==> config.mk <==
export PLATFORM = sky130hd
export DESIGN_NAME = arith_sitofp_pipe_flat
export DESIGN_NICKNAME = d
export VERILOG_FILES = /design/src/rtl/arith_sitofp_pipe_pkg.sv /design/src/rtl/arith_sitofp_pipe_if.sv /design/src/rtl/arith_sitofp_pipe_lzc.sv /design/src/rtl/arith_sitofp_pipe.sv /design/src/flat_wrapper.sv
export SDC_FILE = /design/constraint.sdc
export NUM_CORES = 1
export LEC_CHECK = 0
export ABC_AREA = 1
export CAP_MARGIN = 25
export CORE_MARGIN = 2
export CORE_UTILIZATION = 25
export CTS_BUF_LIST = sky130_fd_sc_hd__clkbuf_4
export CTS_CLUSTER_DIAMETER = 40
export DETAILED_ROUTE_END_ITERATION = 12
export MAX_ROUTING_LAYER = met4
export PLACE_DENSITY = 0.4
export SLEW_MARGIN = 5
export SYNTH_ARGS = -nofsm -noshare
export SYNTH_HDL_FRONTEND = slang
export SYNTH_HIERARCHICAL = 1
export SYNTH_SLANG_ARGS = --single-unit
==> constraint.sdc <==
create_clock -name clk -period 3.4 [get_ports clk]
set_input_delay 0.68 -clock clk [delete_from_list [all_inputs] [get_ports clk]]
set_output_delay 0.68 -clock clk [all_outputs]
set_load 0.1 [all_outputs]
==> src/rtl/arith_sitofp_pipe_pkg.sv <==
// Float format constants shared by the arith conversion blocks.
// Widths are looked up by total float width (32 = binary32, 64 = binary64).
package arith_fp_pkg;

    localparam int SP_EXP_W  = 8;
    localparam int SP_MANT_W = 23;
    localparam int SP_BIAS   = 127;
    localparam int DP_EXP_W  = 11;
    localparam int DP_MANT_W = 52;
    localparam int DP_BIAS   = 1023;

    function automatic bit fp_fmt_ok(input int width);
        return (width == 32) || (width == 64);
    endfunction

    function automatic int fp_exp_w(input int width);
        return (width == 64) ? DP_EXP_W : SP_EXP_W;
    endfunction

    function automatic int fp_mant_w(input int width);
        return (width == 64) ? DP_MANT_W : SP_MANT_W;
    endfunction

    function automatic int fp_bias(input int width);
        return (width == 64) ? DP_BIAS : SP_BIAS;
    endfunction

endpackage

==> src/rtl/arith_sitofp_pipe_if.sv <==
// Producer/consumer handshake channels of the sitofp pipeline.
// The pipeline uses the slave view; its environment uses the master view.
interface arith_sitofp_pipe_if #(
    parameter int IN_WIDTH  = 32,
    parameter int OUT_WIDTH = 32
);
    logic                 a_valid;
    logic                 a_ready;
    logic [IN_WIDTH-1:0]  a_data;
    logic                 result_valid;
    logic                 result_ready;
    logic [OUT_WIDTH-1:0] result_data;

    modport master (
        output a_valid, a_data, result_ready,
        input  a_ready, result_valid, result_data
    );

    modport slave (
        input  a_valid, a_data, result_ready,
        output a_ready, result_valid, result_data
    );
endinterface

==> src/rtl/arith_sitofp_pipe_lzc.sv <==
// Combinational leading-zero counter; count is WIDTH when the input is all zeros.
// Shared by arith blocks that need normalisation.
module arith_lzc #(
    parameter int WIDTH = 32,
    parameter int CNT_W = $clog2(WIDTH + 1)
) (
    input  logic [WIDTH-1:0] value,
    output logic [CNT_W-1:0] count
);

    // Scan upward so the highest set bit is the last to write the count.
    always_comb begin
        count = CNT_W'(WIDTH);
        for (int i = 0; i < WIDTH; i++) begin
            if (value[i]) begin
                count = CNT_W'(WIDTH - 1 - i);
            end
        end
    end

endmodule

==> src/rtl/arith_sitofp_pipe.sv <==
// Signed integer to IEEE-754 float, 3-stage valid/ready pipeline with RNE rounding.
// Define ARITH_SITOFP_SKID_EN for a registered a_ready via a 2-entry input skid buffer.
module arith_sitofp_pipe
    import arith_fp_pkg::*;
#(
    parameter int IN_WIDTH  = 32,
    parameter int OUT_WIDTH = 32
) (
    input logic clk,
    input logic rst,
    arith_sitofp_pipe_if.slave io
);

    localparam int EXP_W  = fp_exp_w(OUT_WIDTH);
    localparam int MANT_W = fp_mant_w(OUT_WIDTH);
    localparam int BIAS   = fp_bias(OUT_WIDTH);
    localparam int LZC_W  = $clog2(IN_WIDTH + 1);
    localparam int EXT_W  = IN_WIDTH + MANT_W + 1;

    if (!fp_fmt_ok(OUT_WIDTH)) begin : g_bad_fmt
        $fatal(1, "arith_sitofp_pipe: OUT_WIDTH must be 32 or 64");
    end
    if (IN_WIDTH < 8 || IN_WIDTH > 64) begin : g_bad_in
        $fatal(1, "arith_sitofp_pipe: IN_WIDTH must be within 8..64");
    end

    logic                in_valid;
    logic [IN_WIDTH-1:0] in_data;
    logic                s1_ready;
    logic                s2_ready;
    logic                s3_ready;

`ifdef ARITH_SITOFP_SKID_EN
    logic [IN_WIDTH-1:0] skid_mem [2];
    logic                wr_ptr;
    logic                rd_ptr;
    logic [1:0]          skid_count;
    logic [1:0]          skid_count_next;
    logic                a_ready_q;
    logic                push;
    logic                pop;

    assign push     = io.a_valid && a_ready_q;
    assign pop      = in_valid && s1_ready;
    assign in_valid = (skid_count != 2'd0);
    assign in_data  = skid_mem[rd_ptr];
    assign io.a_ready = a_ready_q;

    always_comb begin
        skid_count_next = skid_count;
        case ({push, pop})
            2'b10:   skid_count_next = skid_count + 2'd1;
            2'b01:   skid_count_next = skid_count - 2'd1;
            default: skid_count_next = skid_count;
        endcase
    end

    // a_ready comes straight from a flop, breaking the result_ready -> a_ready path.
    always_ff @(posedge clk or posedge rst) begin
        if (rst) begin
            wr_ptr     <= 1'b0;
            rd_ptr     <= 1'b0;
            skid_count <= 2'd0;
            a_ready_q  <= 1'b1;
        end else begin
            if (push) wr_ptr <= ~wr_ptr;
            if (pop)  rd_ptr <= ~rd_ptr;
            skid_count <= skid_count_next;
            a_ready_q  <= (skid_count_next != 2'd2);
        end
    end

    always_ff @(posedge clk) begin
        if (push) skid_mem[wr_ptr] <= io.a_data;
    end
`else
    assign in_valid   = io.a_valid;
    assign in_data    = io.a_data;
    assign io.a_ready = s1_ready;
`endif

    logic                 s1_valid;
    logic                 s1_sign;
    logic [IN_WIDTH-1:0]  s1_mag;
    logic                 s2_valid;
    logic                 s2_sign;
    logic                 s2_zero;
    logic [LZC_W-1:0]     s2_lzc;
    logic [IN_WIDTH-2:0]  s2_frac;
    logic                 s3_valid;
    logic [OUT_WIDTH-1:0] s3_data;

    assign s3_ready = !s3_valid || io.result_ready;
    assign s2_ready = !s2_valid || s3_ready;
    assign s1_ready = !s1_valid || s2_ready;

    // Negating INT_MIN wraps to 2^(IN_WIDTH-1), which is the correct unsigned magnitude.
    logic [IN_WIDTH-1:0] mag_in;
    assign mag_in = in_data[IN_WIDTH-1] ? -in_data : in_data;

    logic [LZC_W-1:0]    lzc;
    logic [IN_WIDTH-1:0] norm;

    arith_lzc #(.WIDTH(IN_WIDTH), .CNT_W(LZC_W)) u_lzc (
        .value(s1_mag),
        .count(lzc)
    );

    assign norm = s1_mag << lzc;

    logic [EXT_W-1:0]  ext;
    logic [MANT_W-1:0] mant;
    logic              guard;
    logic              sticky;
    logic              round_up;
    logic [MANT_W:0]   mant_sum;
    logic [EXP_W-1:0]  exp_val;
    logic [OUT_WIDTH-1:0] packed_fp;

    // Zero padding lets narrow inputs (exact conversions) share the wide rounding path.
    always_comb begin
        ext      = {s2_frac, {(MANT_W + 2){1'b0}}};
        mant     = ext[EXT_W-1 -: MANT_W];
        guard    = ext[EXT_W-1-MANT_W];
        sticky   = |ext[EXT_W-2-MANT_W:0];
        round_up = guard && (sticky || mant[0]);
        mant_sum = {1'b0, mant} + {{MANT_W{1'b0}}, round_up};
        exp_val  = EXP_W'(BIAS + IN_WIDTH - 1) - EXP_W'(s2_lzc) + EXP_W'(mant_sum[MANT_W]);
        packed_fp = s2_zero ? '0 : {s2_sign, exp_val, mant_sum[MANT_W-1:0]};
    end

    always_ff @(posedge clk or posedge rst) begin
        if (rst) begin
            s1_valid <= 1'b0;
            s1_sign  <= 1'b0;
            s1_mag   <= '0;
            s2_valid <= 1'b0;
            s2_sign  <= 1'b0;
            s2_zero  <= 1'b1;
            s2_lzc   <= '0;
            s2_frac  <= '0;
            s3_valid <= 1'b0;
            s3_data  <= '0;
        end else begin
            if (s1_ready) begin
                s1_valid <= in_valid;
                if (in_valid) begin
                    s1_sign <= in_data[IN_WIDTH-1];
                    s1_mag  <= mag_in;
                end
            end
            if (s2_ready) begin
                s2_valid <= s1_valid;
                if (s1_valid) begin
                    s2_sign <= s1_sign;
                    s2_zero <= ~norm[IN_WIDTH-1];
                    s2_lzc  <= lzc;
                    s2_frac <= norm[IN_WIDTH-2:0];
                end
            end
            if (s3_ready) begin
                s3_valid <= s2_valid;
                if (s2_valid) s3_data <= packed_fp;
            end
        end
    end

    assign io.result_valid = s3_valid;
    assign io.result_data  = s3_data;

endmodule
==> src/flat_wrapper.sv <==
// flat-port wrapper written by rule: the top's interface ports become plain ports
module arith_sitofp_pipe_flat import arith_fp_pkg::*;
#(
    parameter int IN_WIDTH  = 32,
    parameter int OUT_WIDTH = 32
)
  (clk, rst, io_a_valid, io_a_data, io_result_ready, io_a_ready, io_result_valid, io_result_data);
  arith_sitofp_pipe_if #(.IN_WIDTH(IN_WIDTH), .OUT_WIDTH(OUT_WIDTH)) io_i ();
  input logic clk;
  input logic rst;
  input wire logic [$bits(io_i.a_valid)-1:0] io_a_valid;
  input wire logic [$bits(io_i.a_data)-1:0] io_a_data;
  input wire logic [$bits(io_i.result_ready)-1:0] io_result_ready;
  output wire logic [$bits(io_i.a_ready)-1:0] io_a_ready;
  output wire logic [$bits(io_i.result_valid)-1:0] io_result_valid;
  output wire logic [$bits(io_i.result_data)-1:0] io_result_data;
  assign io_i.a_valid = io_a_valid;
  assign io_i.a_data = io_a_data;
  assign io_i.result_ready = io_result_ready;
  assign io_a_ready = io_i.a_ready;
  assign io_result_valid = io_i.result_valid;
  assign io_result_data = io_i.result_data;
  arith_sitofp_pipe #(.IN_WIDTH(IN_WIDTH), .OUT_WIDTH(OUT_WIDTH)) u_core (.clk(clk), .rst(rst), .io(io_i));
endmodule
Yosys cells after proc, flatten, opt, wreduce, memory -nomap -nowiden
Index checks and enable logic that the tools add are counted.
{ "totals": {"register_bits": 107, "latchBits": 0, "ram_bits": 0, "romBits": 0, "input_bits": 36, "output_inout_bits": 34, "elab_cells": 62, "mem_count": 0} }
{ "classes": {"addsub": 4, "mul": 0, "div": 0, "magnitude_cmp": 0, "n_eq_ne": 0, "shift": 1, "n_mux": 34, "bitwise_logic": 1, "reduce_logical": 12} }
{ "op_table": {"columns": ["op", "n"], "rows": [
  ["6-bit two-way mux", 32],
  ["32-bit two-way mux", 2],
  ["32-bit negation", 1],
  ["32-bit by 6-bit left shift with 32-bit output", 1],
  ["23-bit by 1-bit adder with 24-bit output", 1],
  ["8-bit by 1-bit adder with 8-bit output", 1],
  ["8-bit by 6-bit subtractor with 8-bit output, first input constant", 1],
  ["7-bit OR reduction", 1],
  ["2-bit AND reduction", 3],
  ["1-bit logical OR", 4],
  ["1-bit logical NOT", 3],
  ["1-bit logical AND", 1],
  ["1-bit inverter", 1]
]} }

Depth between registers and ports, before layout
{ "logic_depth": {"word_depth": 34, "mapped_depth": 44} }

Hierarchy
Netlist, hierarchy kept.
{ "by_module_without_submodules": {"columns": ["mod", "instances", "cells_per_inst", "area_each_um2"], "rows": [
  ["arith_sitofp_pipe", 1, 1036, 6988.0],
  ["arith_lzc", 1, 110, 449.2]
]} }

Worst setup path after synthesis
Ideal clock, no wire load.
{ "synth_timing": {"path_kind": "register -> register", "startpoint": "register u_core.s3_valid, in the netlist u_core/io.result_valid", "endpoint": "register u_core.s1_mag[28]", "arrival_ns": 3.195, "required_ns": 3.282, "setup_slack_ns": 0.087, "path_stages_with_launch": 7, "synth_period_minus_slack_ns": 3.313, "path_cell_list": "dfrtp_1 nand4_1 nand2_1 inv_1 clkbuf_1 nand3_1 nand2_1"} }
{ "synth_between": {"elab_chain_cells": 5} }
{ "synth_rtl": {"columns": ["element", "line", "source"], "rows": [
  ["from (decl)", "arith_sitofp_pipe.sv:90", "logic s3_valid;"],
  ["from (signal assigned)", "arith_sitofp_pipe.sv:162", "s3_valid <= s2_valid;"],
  ["1-bit logical NOT", "arith_sitofp_pipe.sv:93", "assign s3_ready = !s3_valid || io.result_ready;"],
  ["1-bit logical OR", "arith_sitofp_pipe.sv:93", null],
  ["1-bit logical OR", "arith_sitofp_pipe.sv:94", "assign s2_ready = !s2_valid || s3_ready;"],
  ["1-bit logical OR", "arith_sitofp_pipe.sv:95", "assign s1_ready = !s1_valid || s2_ready;"],
  ["via io_a_ready", "flat_wrapper.sv:14", "output wire logic [$bits(io_i.a_ready)-1:0] io_a_ready;"],
  ["2-bit AND reduction (no line)", null, null],
  ["to (signal assigned)", "arith_sitofp_pipe.sv:149", "s1_mag <= mag_in;"],
  ["to (decl)", "arith_sitofp_pipe.sv:84", "logic [IN_WIDTH-1:0] s1_mag;"]
]} }
The timed path passes the listed nets, and every way through them passes these cells.
A chain may end at the register's enable or synchronous reset.

Worst setup path in the final report
{ "layout_timing": {"startpoint": "register u_core.s1_mag[1]", "endpoint": "register u_core.s2_frac[27]"} }
{ "layout_between": {"elab_chain_cells": 32} }
{ "layout_rtl": {"columns": ["element", "line", "source"], "rows": [
  ["6-bit two-way mux (31 in a row)", "arith_sitofp_pipe_lzc.sv:15", "if (value[i]) begin"],
  ["via u_core.lzc[0]", "arith_sitofp_pipe.sv:101", "logic [LZC_W-1:0] lzc;"],
  ["32-bit by 6-bit left shift with 32-bit output", "arith_sitofp_pipe.sv:109", "assign norm = s1_mag << lzc;"],
  ["to (signal assigned)", "arith_sitofp_pipe.sv:158", "s2_frac <= norm[IN_WIDTH-2:0];"],
  ["to (decl)", "arith_sitofp_pipe.sv:89", "logic [IN_WIDTH-2:0] s2_frac;"]
]} }
The timed path passes the listed nets, and every way through them passes these cells.

==> results.sh <==
export IMPL_fp_dieArea_um2=31100
export IMPL_synth_seq_area_share=0.360
export IMPL_setup_tns_ns=0
export IMPL_run_status="completed"
export IMPL_tritoncts_clock_tree="yes"
export IMPL_p_total_mw=6.91
export IMPL_htree_num_levels=3
export IMPL_drt_iter0_markers=511
export IMPL_overflow_left_after_global_routing=0
export IMPL_ys_warnings_count=6
export IMPL_via_count=7462
export IMPL_clock_skew_ns=0.0470
export IMPL_post_synth_num_cell_types=49
export IMPL_finalSetupViolations=0
export IMPL_hold_path_class="reg -> reg"
export IMPL_utilization=0.309
export IMPL_drt_pass1_iter_count=5
export IMPL_count_of_endpoints_failing_hold_in_the_final_timing_report=0
export IMPL_netlist_instances=1146
export IMPL_synthFlopType="sky130_fd_sc_hd__dfrtp_1"
export IMPL_cpMaxStageDelayCell="sky130_fd_sc_hd__dfrtp_1"
export IMPL_floorplan_initialDensity=0.252
export IMPL_core_rowCount=63
export IMPL_cts_buffer_depth=2
export IMPL_drc=0
export IMPL_fin_crit_sh=0.978
export IMPL_via_count_of_the_first_global_routing_pass=7243
export IMPL_layout_drive_gt1_share=0.146
export IMPL_power_density_nw_per_um2=759
export IMPL_wirelength_mm=24.2
export IMPL_core_um2=29500
export IMPL_min_period_ns=3.33
export IMPL_slowest_delay_ns=0.42
export IMPL_viasPerCell=4.62
export IMPL_die_h_um=176
export IMPL_async_reset_ff_frac=1.00
export IMPL_globalplace_congestion=0.830
export IMPL_slew_at_the_pin_closest_to_its_max_slew_limit_ns=0.959
export IMPL_antenna_found_initial=1
export IMPL_syn2layout_area_growth_pct=22.4
export IMPL_end_kind="flop"
export IMPL_start_kind="flop"
export IMPL_final_antenna_net_count=0
export IMPL_cts_clk_slew_worst_paths_ns=0.20
export IMPL_dp_final_hpwl_mm=18.7
export IMPL_timing_critical_path_mode_cell="sky130_fd_sc_hd__nand2_1"
export IMPL_cts_sinks=107
export IMPL_cts_hold_fix_buffers=0
export IMPL_largest_net_degree_at_the_start_of_global_routing=46
export IMPL_numCtsBuffers=9
export IMPL_timing_max_cap_violations=0
export IMPL_cp_data_required_time_ns=3.85
export IMPL_rsz0062_at_grt="yes"
export IMPL_clk_root_buffer_cell="sky130_fd_sc_hd__clkbuf_4"
export IMPL_cell_area_after_synthesis_um2=7440
export IMPL_power_ir_vdd_worst_mv=0.241
export IMPL_average_wire_length_per_cell_after_detail_routing_um=14.9
export IMPL_io_buffer_count=69
export IMPL_syn_avg_cell_area_um2=6.49
export IMPL_die_w_um=176
export IMPL_worst_endpoint_arrival_ns=3.78
export IMPL_fmaxAchievable_ghz=0.301
export IMPL_max_slew_margin_rel=0.359
export IMPL_final_max_slew_violation_count=0
export IMPL_grt_pass1_wl_mm=39.3
export IMPL_power_leakage_nw=4.33
export IMPL_critical_path_class="reg -> reg"
export IMPL_grt_total_usage=0.163
export IMPL_synth_fp_nets=1186
export IMPL_path_max_fanout=21
export IMPL_pin_count=70
export IMPL_finalNetCount=1260
export IMPL_worst_skew_pair_late_latency_ns=0.53
export IMPL_post_synth_edffs=0
export IMPL_synth_seq_cells=107
==> flip-flops by register name, indices dropped and copies added, names as in the netlist <==
name,cells
u_core/s2_valid,1
u_core/s1_valid,1
u_core/io.result_valid,1
u_core/io.result_data,32
u_core/s2_zero,1
u_core/s2_frac,31
u_core/s2_lzc,6
u_core/s1_sign,1
u_core/s2_sign,1
u_core/s1_mag,32
==> metrics by stage <==
step | setup slack (ns) | hold slack (ns) | instance area, µm² | std cells
6_report | 0.0740 | 0.502 | 9100 | 1616
5_1_grt | -0.320 | 0.533 | 9100 | 1616
4_1_cts | 0.0439 | 0.509 | 8760 | 1604
3_5_place_dp | 0.0912 | 0.466 | 8600 | 1588
3_3_place_gp | 0.0696 | 0.464 | 8570 | 1587
2_1_floorplan | 0.0868 | 0.449 | 7440 | 1146
==> synth_stat cells (2+ instances only) <==
cell type / n / area, µm²
sky130_fd_sc_hd__nand2_1: 369 / 1390
sky130_fd_sc_hd__o21ai_0: 83 / 415
sky130_fd_sc_hd__a21oi_1: 15 / 75.1
sky130_fd_sc_hd__nor2_2: 5 / 31.3
sky130_fd_sc_hd__nand3b_1: 2 / 15.0
sky130_fd_sc_hd__a22oi_1: 4 / 30.0
sky130_fd_sc_hd__nor3_1: 12 / 60.1
sky130_fd_sc_hd__and2_1: 3 / 18.8
sky130_fd_sc_hd__clkbuf_1: 18 / 67.6
sky130_fd_sc_hd__o21ai_1: 4 / 20.0
sky130_fd_sc_hd__o211ai_1: 12 / 90.1
sky130_fd_sc_hd__or2_2: 10 / 62.6
sky130_fd_sc_hd__nand2_2: 2 / 12.5
sky130_fd_sc_hd__clkinv_1: 2 / 7.51
sky130_fd_sc_hd__nor4_1: 5 / 31.3
sky130_fd_sc_hd__inv_2: 3 / 11.3
sky130_fd_sc_hd__nand4_1: 17 / 106
sky130_fd_sc_hd__buf_6: 3 / 33.8
sky130_fd_sc_hd__buf_1: 5 / 18.8
sky130_fd_sc_hd__buf_4: 3 / 22.5
sky130_fd_sc_hd__nand3_1: 202 / 1010
sky130_fd_sc_hd__a22o_1: 2 / 17.5
sky130_fd_sc_hd__and3_1: 2 / 12.5
sky130_fd_sc_hd__nor2_1: 84 / 315
sky130_fd_sc_hd__buf_2: 19 / 95.1
sky130_fd_sc_hd__xor2_1: 13 / 114
sky130_fd_sc_hd__ha_1: 4 / 50.1
sky130_fd_sc_hd__inv_1: 112 / 420
sky130_fd_sc_hd__o31ai_1: 3 / 22.5
sky130_fd_sc_hd__o21ai_2: 4 / 35.0
sky130_fd_sc_hd__dfrtp_1: 106 / 2650
==> cell usage in the layout (no fill, tap or decap), types with 4 or more instances in the layout <==
cell type,n
sky130_fd_sc_hd__clkbuf_4,9
sky130_fd_sc_hd__buf_4,68
sky130_fd_sc_hd__nand3_1,174
sky130_fd_sc_hd__nor3_1,11
sky130_fd_sc_hd__o21ai_2,5
sky130_fd_sc_hd__nor4_1,5
sky130_fd_sc_hd__nand2_1,352
sky130_fd_sc_hd__nand4_1,17
sky130_fd_sc_hd__xor2_1,13
sky130_fd_sc_hd__nor2_1,81
sky130_fd_sc_hd__o211ai_1,12
sky130_fd_sc_hd__inv_1,110
sky130_fd_sc_hd__ha_1,4
sky130_fd_sc_hd__nor2_2,8
sky130_fd_sc_hd__o21ai_0,77
sky130_fd_sc_hd__clkdlybuf4s50_1,37
sky130_fd_sc_hd__nand3_2,29
sky130_fd_sc_hd__nand2_2,19
sky130_fd_sc_hd__a21oi_1,14
sky130_fd_sc_hd__or2_2,10
sky130_fd_sc_hd__dfrtp_1,106
sky130_fd_sc_hd__o21ai_1,7
sky130_fd_sc_hd__clkinv_8,4
==> power breakdown <==
group | total, mW | switching (mW) | internal [mW]
clock | 0.722 | 0.538 | 0.184
combinational | 4.07 | 2.93 | 1.14
sequential | 2.11 | 0.396 | 1.72
total | 6.91 | 3.86 | 3.04
==> path summary, 6_finish.rpt <==
check	slack, ns	to	startpoint	cells past startpoint
worst max-delay path	0.07	u_core/s2_frac[27]$_DFFE_PP0P_	u_core/s1_mag[1]$_DFFE_PP0P_	38
min in group asynchronous	0.54	u_core/io.result_data[28]$_DFFE_PP0P_	rst	2
worst min register to register	0.50	u_core/io.result_data[9]$_DFFE_PP0P_	u_core/io.result_data[9]$_DFFE_PP0P_	2
worst max register to register	0.07	u_core/s2_frac[27]$_DFFE_PP0P_	u_core/s1_mag[1]$_DFFE_PP0P_	38
max in group asynchronous	2.13	u_core/s1_mag[20]$_DFFE_PP0P_	rst	3
worst min-delay path	0.50	u_core/io.result_data[9]$_DFFE_PP0P_	u_core/io.result_data[9]$_DFFE_PP0P_	2
==> layer usage <==
metal / part of all wire / vias up / global-route usage
li1: - / 3897 / -
met3: 0.028 / 17 / 0.0161
met1: 0.49 / 3431 / 0.216
met2: 0.47 / 117 / 0.271
met4: 0.012 / 0 / 0.0344
met5: 0 / - / -
==> cells by family (layout without fill, tap and decap cells) <==
kind of cell | Yosys count | after routing | synth area share
simple gates | 718 | 718 | 0.418
buf+inv | 166 | 245 | 0.0929
compound gates | 137 | 137 | 0.105
flops | 107 | 107 | 0.360
other cells | 0 | 1 | 0
xor+xnor | 14 | 14 | 0.0165
fa+ha+maj | 4 | 4 | 0.00673
==> cell type report <==
type | instances | area [µm²]
Clock inverter | 7 | 93.8
Clock buffer | 9 | 67.6
Sequential cell | 107 | 2680
Inverter | 117 | 448
Tap cell | 390 | 488
Antenna cell | 1 | 2.50
Timing Repair Buffer | 112 | 1000
Fill cell | 3351 | 20400
Multi-Input combinational cell | 873 | 4320
==> worst max-delay path, delay by kind of cell, from the launching register on <==
family | cells | cell delay (ns)
AOI/OAI and AO/OA | 3 | 0.67
buffers and inverters | 2 | 0.25
DFF | 1 | 0.42
and+or+nand+nor | 33 | 1.89
==> repair_timing <==
item,CTS,global route
endpoints found under the setup margin,0,32
setup buffers,0,11
gates resized for setup,0,75
(Power assumes the default switching activity.)
